### config.mk
export PLATFORM = sky130hd
export DESIGN_NAME = note_envelope
export DESIGN_NICKNAME = d
export VERILOG_FILES = /design/src/rtl/note_envelope_pkg.sv /design/src/rtl/note_envelope_prescaler.sv /design/src/rtl/note_envelope.sv
export SDC_FILE = /design/constraint.sdc
export NUM_CORES = 1
export LEC_CHECK = 0
export ABC_CLOCK_PERIOD_IN_PS = 3800
export BUFFER_PORTS_ARGS = -buffer_cell sky130_fd_sc_hd__buf_2
export CAP_MARGIN = 20
export CORE_MARGIN = 1
export CORE_UTILIZATION = 25
export CTS_CLUSTER_DIAMETER = 30
export CTS_CLUSTER_SIZE = 25
export DETAILED_ROUTE_END_ITERATION = 7
export SYNTH_ARGS = -nofsm -noshare
export SYNTH_HDL_FRONTEND = slang
export SYNTH_SLANG_ARGS = --single-unit
### constraint.sdc
create_clock -name clk -period 3.8 [get_ports clk]
set_input_delay 0.19 -clock clk [delete_from_list [all_inputs] [get_ports clk]]
set_output_delay 0.19 -clock clk [all_outputs]
set_load 0.05 [all_outputs]
### src/rtl/note_envelope_pkg.sv
// Shared note-packet definitions for the SPI receiver, envelope shapers and tone generators.
package note_envelope_pkg;

    localparam int unsigned PACKET_SIZE = 24;
    localparam int unsigned TUNE_W      = 16;
    localparam int unsigned VOL_W       = 8;
    localparam int unsigned TUNE_MSB    = 23;
    localparam int unsigned TUNE_LSB    = 8;
    localparam int unsigned VOL_MSB     = 7;
    localparam int unsigned VOL_LSB     = 0;

    typedef struct packed {
        logic [TUNE_W-1:0] tune_word;
        logic [VOL_W-1:0]  volume;
    } packetType;

    typedef enum logic [2:0] {
        IDLE,
        ATTACK,
        SUSTAIN,
        RELEASE,
        RETRIG
    } envState;

    // Rising ramp: add in 9 bits, then clamp at the target so 8 bits never wrap.
    function automatic logic [VOL_W-1:0] vol_rise(input logic [VOL_W-1:0] cur,
                                                  input logic [VOL_W-1:0] tgt,
                                                  input logic [VOL_W-1:0] inc);
        logic [VOL_W:0] sum;
        sum = {1'b0, cur} + {1'b0, inc};
        return (sum > {1'b0, tgt}) ? tgt : sum[VOL_W-1:0];
    endfunction

    // Falling ramp toward flr without undershoot; caller guarantees cur >= flr.
    function automatic logic [VOL_W-1:0] vol_fall(input logic [VOL_W-1:0] cur,
                                                  input logic [VOL_W-1:0] flr,
                                                  input logic [VOL_W-1:0] dec);
        return ((cur - flr) > dec) ? (cur - dec) : flr;
    endfunction

endpackage

### src/rtl/note_envelope_prescaler.sv
// Tick prescaler: counts amplitude-update strobes and flags every DIV-th one as an envelope step.
module env_prescaler #(
    parameter int unsigned DIV = 64
) (
    input  logic clk,
    input  logic rst_n,
    input  logic tick,
    output logic step_c
);

    localparam int unsigned CNT_W = (DIV > 1) ? $clog2(DIV) : 1;
    localparam logic [CNT_W-1:0] LAST = CNT_W'(DIV - 1);

    logic [CNT_W-1:0] cnt_q;
    logic [CNT_W-1:0] cnt_d;
    logic             last_c;

    always_comb begin
        last_c = (cnt_q == LAST);
        cnt_d  = cnt_q;
        if (tick) begin
            cnt_d = last_c ? '0 : cnt_q + CNT_W'(1);
        end
    end

    assign step_c = tick & last_c;

    always_ff @(posedge clk or negedge rst_n) begin
        if (!rst_n) begin
            cnt_q <= '0;
        end else begin
            cnt_q <= cnt_d;
        end
    end

endmodule

### src/rtl/note_envelope.sv
// Per-track attack/sustain/release volume shaper that holds the tune word through release.
// Define NOTE_ENVELOPE_EXP_RELEASE_EN for exponential-like decay in RELEASE and RETRIG.
module note_envelope
    import note_envelope_pkg::*;
#(
    parameter logic [7:0]  ATTACK_STEP  = 8'd4,
    parameter logic [7:0]  RELEASE_STEP = 8'd1,
    parameter int unsigned ENV_DIV      = 64
) (
    input  logic                   clk,
    input  logic                   reset,
    input  logic                   tick,
    input  logic [PACKET_SIZE-1:0] noteIn,
    output logic [PACKET_SIZE-1:0] noteOut,
    output logic                   active
);

    envState           state_q, state_d;
    logic [VOL_W-1:0]  vol_q, vol_d;
    logic [TUNE_W-1:0] held_q, held_d;
    logic [TUNE_W-1:0] pend_q, pend_d;
    logic              active_q, active_d;

    logic              step_c;
    logic [TUNE_W-1:0] in_tune_c;
    logic [VOL_W-1:0]  in_vol_c;
    logic              note_on_c;
    logic [VOL_W-1:0]  rel_dec_c;
    logic [VOL_W-1:0]  rise_c;
    logic [VOL_W-1:0]  fall_c;
    logic              go_down_c;

    env_prescaler #(
        .DIV (ENV_DIV)
    ) u_prescaler (
        .clk    (clk),
        .rst_n  (reset),
        .tick   (tick),
        .step_c (step_c)
    );

    assign in_tune_c = noteIn[TUNE_MSB:TUNE_LSB];
    assign in_vol_c  = noteIn[VOL_MSB:VOL_LSB];
    assign note_on_c = (in_tune_c != '0) && (in_vol_c != '0);

`ifdef NOTE_ENVELOPE_EXP_RELEASE_EN
    logic [VOL_W-1:0] shr_c;
    assign shr_c     = vol_q >> 3;
    assign rel_dec_c = (shr_c > RELEASE_STEP) ? shr_c : RELEASE_STEP;
`else
    assign rel_dec_c = RELEASE_STEP;
`endif

    assign rise_c = vol_rise(vol_q, in_vol_c, ATTACK_STEP);
    assign fall_c = vol_fall(vol_q, '0, rel_dec_c);

    // Envelope next state; a step that enters RELEASE/RETRIG also applies the first decrement.
    always_comb begin
        state_d   = state_q;
        vol_d     = vol_q;
        held_d    = held_q;
        pend_d    = pend_q;
        go_down_c = 1'b0;

        if ((state_q == RETRIG) && (in_tune_c != '0)) begin
            pend_d = in_tune_c;
        end

        if (step_c) begin
            case (state_q)
                IDLE: begin
                    if (note_on_c) begin
                        held_d  = in_tune_c;
                        vol_d   = rise_c;
                        state_d = (rise_c == in_vol_c) ? SUSTAIN : ATTACK;
                    end
                end
                ATTACK, SUSTAIN: begin
                    if (!note_on_c) begin
                        state_d   = RELEASE;
                        go_down_c = 1'b1;
                    end else if (in_tune_c != held_q) begin
                        state_d   = RETRIG;
                        pend_d    = in_tune_c;
                        go_down_c = 1'b1;
                    end else if (state_q == ATTACK) begin
                        vol_d = rise_c;
                        if (rise_c == in_vol_c) begin
                            state_d = SUSTAIN;
                        end
                    end else if (vol_q < in_vol_c) begin
                        vol_d = rise_c;
                    end else begin
                        vol_d = vol_fall(vol_q, in_vol_c, RELEASE_STEP);
                    end
                end
                RELEASE: begin
                    if (note_on_c && (in_tune_c == held_q)) begin
                        vol_d   = rise_c;
                        state_d = (rise_c == in_vol_c) ? SUSTAIN : ATTACK;
                    end else if (note_on_c) begin
                        state_d   = RETRIG;
                        pend_d    = in_tune_c;
                        go_down_c = 1'b1;
                    end else begin
                        go_down_c = 1'b1;
                    end
                end
                RETRIG: begin
                    go_down_c = 1'b1;
                end
                default: begin
                    state_d = IDLE;
                    vol_d   = '0;
                    held_d  = '0;
                end
            endcase

            // Reaching silence either hands over to the pending note or goes idle.
            if (go_down_c) begin
                vol_d = fall_c;
                if (fall_c == '0) begin
                    if ((state_d == RETRIG) && note_on_c) begin
                        held_d  = pend_d;
                        state_d = ATTACK;
                    end else begin
                        held_d  = '0;
                        state_d = IDLE;
                    end
                end
            end
        end

        active_d = (state_d != IDLE);
    end

    always_ff @(posedge clk or negedge reset) begin
        if (!reset) begin
            state_q  <= IDLE;
            vol_q    <= '0;
            held_q   <= '0;
            pend_q   <= '0;
            active_q <= 1'b0;
        end else begin
            state_q  <= state_d;
            vol_q    <= vol_d;
            held_q   <= held_d;
            pend_q   <= pend_d;
            active_q <= active_d;
        end
    end

    assign noteOut = {held_q, vol_q};
    assign active  = active_q;

    a_attack_step_nonzero: assert property (@(posedge clk) disable iff (!reset) ATTACK_STEP != 8'd0)
        else $error("note_envelope: ATTACK_STEP must be nonzero");

    a_env_div_range: assert property (@(posedge clk) disable iff (!reset)
                                      (ENV_DIV >= 2) && (ENV_DIV <= 256))
        else $error("note_envelope: ENV_DIV must be within 2..256");

endmodule

==> results.md, run 1 <==
- Number of global-route vias before repair: 3627
- Endpoints failing setup: 0
- Global-route usage over all layers: 14.2%
- RSZ-0062 raised after global routing: no
- Max-slew headroom: 28.8%
- Post_cts resized: 0
- Critical Path AT: 3.66 ns
- # DRC: 0
- Post-synthesis sequential area ratio: 30.5%
- WS Path Type: flip-flop to flip-flop
- CTS max path bufs: 2
- Initial core utilization: 25.7%
- Avg Inst Size Synth: 8.77 um^2
- Status: finished with violations
- Setup TNS: 0 ns
- Distinct cell type count after synthesis: 65
- Ant diodes: 0
- Synth top area cells: dfrtp_1, ha_1, xor2_1, mux2_2, xnor2_1
- Core Box Area: 15900 um^2
- Detailed Routing Iterations Pass 1: 7
- Crit path capture type: flip-flop
- Actual slew at the worst max-slew pin: 1.06 ns
- Leak: 0.00226 uW
- Clock skew: 0.0107 ns
- DP HPWL: 8.56 mm
- Max Fanout on Critical Path: 11
- Post-Syn Nets: 514
- Antenna-violating nets left: 0
- Vias per cell: 5.38
- WL per Instance: 16.3 um
- CP Launch Type: flip-flop
- Clock root cell: clkbuf_16
- Worst skew pair latency: 0.30 ns
- CTS Buf Count: 5
- Hold buffers post-CTS: 0
- Worst reg2reg path startpoint: vol_q[0]
- Routed WL: 11.8 mm
- IO Port Bufs: 51
- Worst vdd ir: 0.190 mV
- Fin nets: 553
- CTS Sinks: 50
- Final worst-path cycle share: 92.0%
- Setup Buffers After CTS: 0
- Flop2flop setup slack: 0.30 ns
- Yosys warning total: 0
- Leading area contributor after synthesis: dfrtp_1
- Worst hold path class: input port to asynchronous set/reset pin
- Max Fclk: 0.286 GHz
- Fin. max-slew vios: 0
- Initial antenna violation count: 0
- CTS tree: built
- Failing checks: hold timing
- First-pass GRT wire length: 19.2 mm
- Worst R2R End: vol_q[6]
- H-tree depth: 2
- Synth top area share: 30.5%
- Yosys reg bits: 50
- Routability cong.: 0.924
- Async S/R FF share, synth: 100%
- Vias post-DR: 3889
- Gate Count Post-Synth: 467
- Number of max-cap violations: 0
- Most common cell after layout, fill and taps aside: buf_2
- Critical path required time: 3.97 ns
- Clk pin slew, worst setup/hold paths: 0.08 ns
- Std cell rows: 46
- Area Growth Syn to Fin: 15.5%
- Most frequent cells in the layout: buf_2, dfrtp_1, nor2_1, a21oi_1
- Share of layout cells above drive strength 1: 18.1%
- Mapped Area: 4100 um^2
- Post-synth EDFFs: 0
- First DRT Iteration DRCs: 314
- Die Ht: 130 um
- Largest net degree at the start of global routing: 53
- Final Hold Fails: 2
- WHS: -0.00425 ns
- R2r worst-path depth: 11
- Die X: 130 um
- Tmin final: 3.50 ns
- Leftover overflow at the end of global routing: 0
- Power Density: 447 nW/um^2
- Die Area: 16900 um^2
- Top_reg_cell synth: dfrtp_1
- Number of I/O pins: 52
- Overall Power: 2120 uW
## synth_stat cells (4+ instances only)
cell	instances
xor2_1	23
nand3_1	19
a2bb2oi_1	16
clkbuf_1	19
nor2b_1	6
xnor2_1	18
a21oi_1	28
inv_1	13
and3_1	5
and2_1	4
a21o_1	4
dfrtp_1	50
a211oi_1	4
nand4_1	6
o21ai_0	26
a31oi_1	4
or3_1	6
nor2_1	37
mux2_2	17
a211o_1	16
nor4_1	10
ha_1	19
nand2_1	26
mux2i_1	5
o31ai_1	5
nor3_1	23
o21ai_1	6
## worst max path at each step
stage | startpoint | to | slack, ns | cells past startpoint
2_1_floorplan | vol_q[0] | vol_q[3] | 0.58 | 12
3_3_place_gp | vol_q[2] | active | 0.59 | 13
3_5_place_dp | vol_q[0] | vol_q[6] | 0.39 | 11
4_1_cts | vol_q[0] | vol_q[6] | 0.37 | 11
5_1_grt | vol_q[0] | vol_q[3] | 0.08 | 11
6_report | vol_q[0] | vol_q[6] | 0.30 | 11
## layout make-up
cell class / count / area [um^2]
fillers: 1715 / 11200
clock inverters: 2 / 38.8
clock buffers: 6 / 139
well taps: 216 / 270
inverters: 13 / 48.8
flip-flops and latches: 50 / 1250
repair buffers: 58 / 308
multi-input cells: 378 / 2680
## worst max-delay path: stages, from the launching register on
cell,delay (ns)
dfrtp_1,0.57
inv_1,0.15
ha_1,0.24
fa_1,0.42
o21bai_1,0.23
a32oi_1,0.18
nand3_1,0.14
a311oi_1,0.10
a31oi_1,0.58
o32ai_1,0.29
a221oi_1,0.35
a21oi_1,0.12
## sequential cells by signal (all words and copies together) (netlist names)
name               flops
state_q                3
held_q                16
active                 1
pend_q                16
u_prescaler.cnt_q      6
vol_q                  8
## power breakdown
part           internal [uW]  switching [uW]
sequential               615             105
clock                    332             212
combinational            292             561
total                   1240             878
## per-layer routing
| layer | vias to the layer above | GRT usage [%] | wire length (um) |
|---|---|---|---|
| li1 | 1825 | - | - |
| met5 | - | 0 | 0 |
| met3 | 13 | 2.62 | 899 |
| met2 | 181 | 22.4 | 5230 |
| met1 | 1870 | 20.2 | 5510 |
| met4 | 0 | 2.94 | 133 |
## cells by family (layout without fill, tap and decap cells)
logic type | Yosys count | count (layout) | synth area share [%]
xor gates and xnor gates | 43 | 43 | 9.98
DFF | 50 | 50 | 30.5
buffers and inverters | 39 | 79 | 4.21
muxes | 22 | 22 | 5.89
and+or+nand+nor | 155 | 155 | 19.3
AOI/OAI and AO/OA | 138 | 138 | 23.8
adders and majority gates | 20 | 20 | 6.29
## through the flow
| stage | hold WS [ns] | std cells | cell area (um^2) | setup WS, ns | util [%] |
|---|---|---|---|---|---|
| 4_1_cts | 0.0414 | 723 | 4730 | 0.369 | 29.7 |
| 5_1_grt | 0.0686 | 723 | 4730 | 0.0838 | 29.7 |
| 6_report | -0.00425 | 723 | 4730 | 0.304 | 29.7 |
| 2_1_floorplan | -0.106 | 467 | 4100 | 0.580 | - |
| 3_5_place_dp | 0.360 | 715 | 4560 | 0.388 | 28.6 |
| 3_3_place_gp | 0.351 | 715 | 4560 | 0.589 | 28.6 |
Power figures use the tool's default switching activity.
==> run 2, diff against run 1 <==
--- a/config.mk
+++ b/config.mk
@@ -7,12 +7,12 @@
 export LEC_CHECK = 0
 export ABC_CLOCK_PERIOD_IN_PS = 3800
 export BUFFER_PORTS_ARGS = -buffer_cell sky130_fd_sc_hd__buf_2
-export CAP_MARGIN = 20
 export CORE_MARGIN = 1
 export CORE_UTILIZATION = 25
 export CTS_CLUSTER_DIAMETER = 30
 export CTS_CLUSTER_SIZE = 25
 export DETAILED_ROUTE_END_ITERATION = 7
+export PLACE_DENSITY = 0.4
 export SYNTH_ARGS = -nofsm -noshare
 export SYNTH_HDL_FRONTEND = slang
 export SYNTH_SLANG_ARGS = --single-unit
==> run 2 against run 1 <==
Effect of this change:
- the run now ends clean
- largest power group unchanged
- sequential cell count is the same
- largest cell class unchanged
- critical path depth is the same
- count of clock-buffer cells in the layout grew 1
- cell area grew 0.37%
- sequential share of layout area shrank 0.097 points
- sequential power shrank 0.6%
- final cell count grew 0.69%
- register-to-register slack gained 0.03 ns
- critical path type unchanged
- worst setup slack gained 0.025 ns
- first-iteration DRC count shrank 29%
- combinational power grew 1%
- clock power shrank 13%
==> results.md, run 2 (synthesis gave the netlist of run 1 again) <==
- Worst hold path class: input port to asynchronous set/reset pin
- Hold buffers post-CTS: 0
- Detailed Routing Iterations Pass 1: 4
- CTS Sinks: 50
- CTS tree: built
- First-pass GRT wire length: 20.3 mm
- Clock skew: 0.00854 ns
- WL per Instance: 17.1 um
- Worst vdd ir: 0.241 mV
- # DRC: 0
- Share of layout cells above drive strength 1: 19.1%
- Global-route usage over all layers: 15.6%
- Clk pin slew, worst setup/hold paths: 0.07 ns
- Die Ht: 130 um
- Initial core utilization: 25.7%
- Antenna-violating nets left: 0
- Multi-input gate area: 2690 um^2
- Die X: 130 um
- RSZ-0062 raised after global routing: no
- Number of global-route vias before repair: 3572
- Critical path required time: 3.97 ns
- CP Launch Type: flip-flop
- Worst-path cell chain: inv_1 -> ha_1 -> fa_1 -> o21bai_1 -> a32oi_1 -> nand3_1 -> a311oi_1 -> a31oi_1 -> o32ai_2 -> a221oi_1 -> a21oi_1
- Ant diodes: 0
- Vias post-DR: 3746
- Area Growth Syn to Fin: 15.9%
- Slowest-stage cell, CP: a31oi_1
- Core Box Area: 15900 um^2
- Worst skew pair latency: 0.30 ns
- Final Hold Fails: 0
- Max Fanout on Critical Path: 11
- WS Path Type: flip-flop to flip-flop
- End-of-flow core utilization: 29.8%
- Overall Power: 2050 uW
- Actual slew at the worst max-slew pin: 0.819 ns
- Worst reg2reg path startpoint: vol_q[0]
- CP max stage delay: 0.63 ns
- First DRT Iteration DRCs: 222
- Leak: 0.00228 uW
- Most common cell after layout, fill and taps aside: buf_2
- Fin nets: 558
- Crit path capture type: flip-flop
- Routed WL: 12.4 mm
- Number of max-cap violations: 0
- Fillcell total: 1752
- DP HPWL: 9.06 mm
- CTS max path bufs: 2
- Most frequent cells in the layout: buf_2, dfrtp_1, nor2_1, a21oi_1, o21ai_0
- Leftover overflow at the end of global routing: 0
- Clock root cell: clkbuf_16
- CTS Buf Count: 5
- Critical Path AT: 3.64 ns
- CP Launch Point: vol_q[0]
- IO Port Bufs: 51
- Initial antenna violation count: 0
- Final worst-path cycle share: 91.3%
- Max-slew headroom: 45.1%
- H-tree depth: 2
- Max Fclk: 0.288 GHz
- Biggest regs: held_q (16), pend_q (16), vol_q (8)
- Post_cts resized: 0
- Setup TNS: 0 ns
- Status: finished, final reports clean
- Power Density: 433 nW/um^2
- Register area: 1250 um^2
- Tmin final: 3.47 ns
- Die Area: 16900 um^2
- Largest net degree at the start of global routing: 51
- Vias per cell: 5.15
- Endpoints failing setup: 0
- Number of I/O pins: 52
- Std cell rows: 46
- Routability cong.: 0.819
- Fin. max-slew vios: 0
- Setup Buffers After CTS: 0
run 2: stage by stage:
stage	std cells	hold slack, ns	setup WS, ns	instance area (um^2)
floorplan	467	-0.106	0.580	4100
global placement	720	0.379	0.367	4600
detailed placement	720	0.377	0.368	4600
CTS	728	0.0432	0.328	4740
global route	728	0.0920	0.0190	4750
finish	728	0.0000224	0.329	4750
run 2: path summary, 6_finish.rpt:
| kind | endpoint | slack [ns] | depth (start not counted) |
|---|---|---|---|
| max reg2reg | vol_q[4] | 0.33 | 11 |
| max in group asynchronous | vol_q[2] | 3.34 | 2 |
| min in group clk | u_prescaler.cnt_q[0] | 0.19 | 2 |
| max | vol_q[4] | 0.33 | 11 |
| min reg2reg | u_prescaler.cnt_q[4] | 0.51 | 1 |
| min | pend_q[7] | 0.00002 | 2 |
run 2: layout make-up:
cell class,instances,share of cell area [%]
Tap cell,216,5.69
Clock inverter,1,0.105
Timing Repair Buffer,63,7.27
Multi-Input combinational cell,378,56.6
Sequential cell,50,26.3
Inverter,13,1.03
Clock buffer,7,3.00
run 2: worst max-delay path, delay by kind of cell (launching register included):
kind | cells | cell delay [ns]
AOI/OAI and AO/OA | 7 | 1.83
DFF | 1 | 0.56
buffers and inverters | 1 | 0.15
adders and majority gates | 2 | 0.65
and+or+nand+nor | 1 | 0.15
run 2: report_power, final:
group	switching, uW	internal (uW)
Sequential	100	615
Clock	213	262
Combinational	564	299
Total	878	1180
run 2: layer usage:
layer / track usage (%) / vias up / share of wire, %
li1: - / 1839 / -
met4: 4.04 / 0 / 1.3
met2: 24.7 / 77 / 46
met5: 0 / - / 0
met1: 21.6 / 1818 / 49
met3: 2.79 / 12 / 3.8
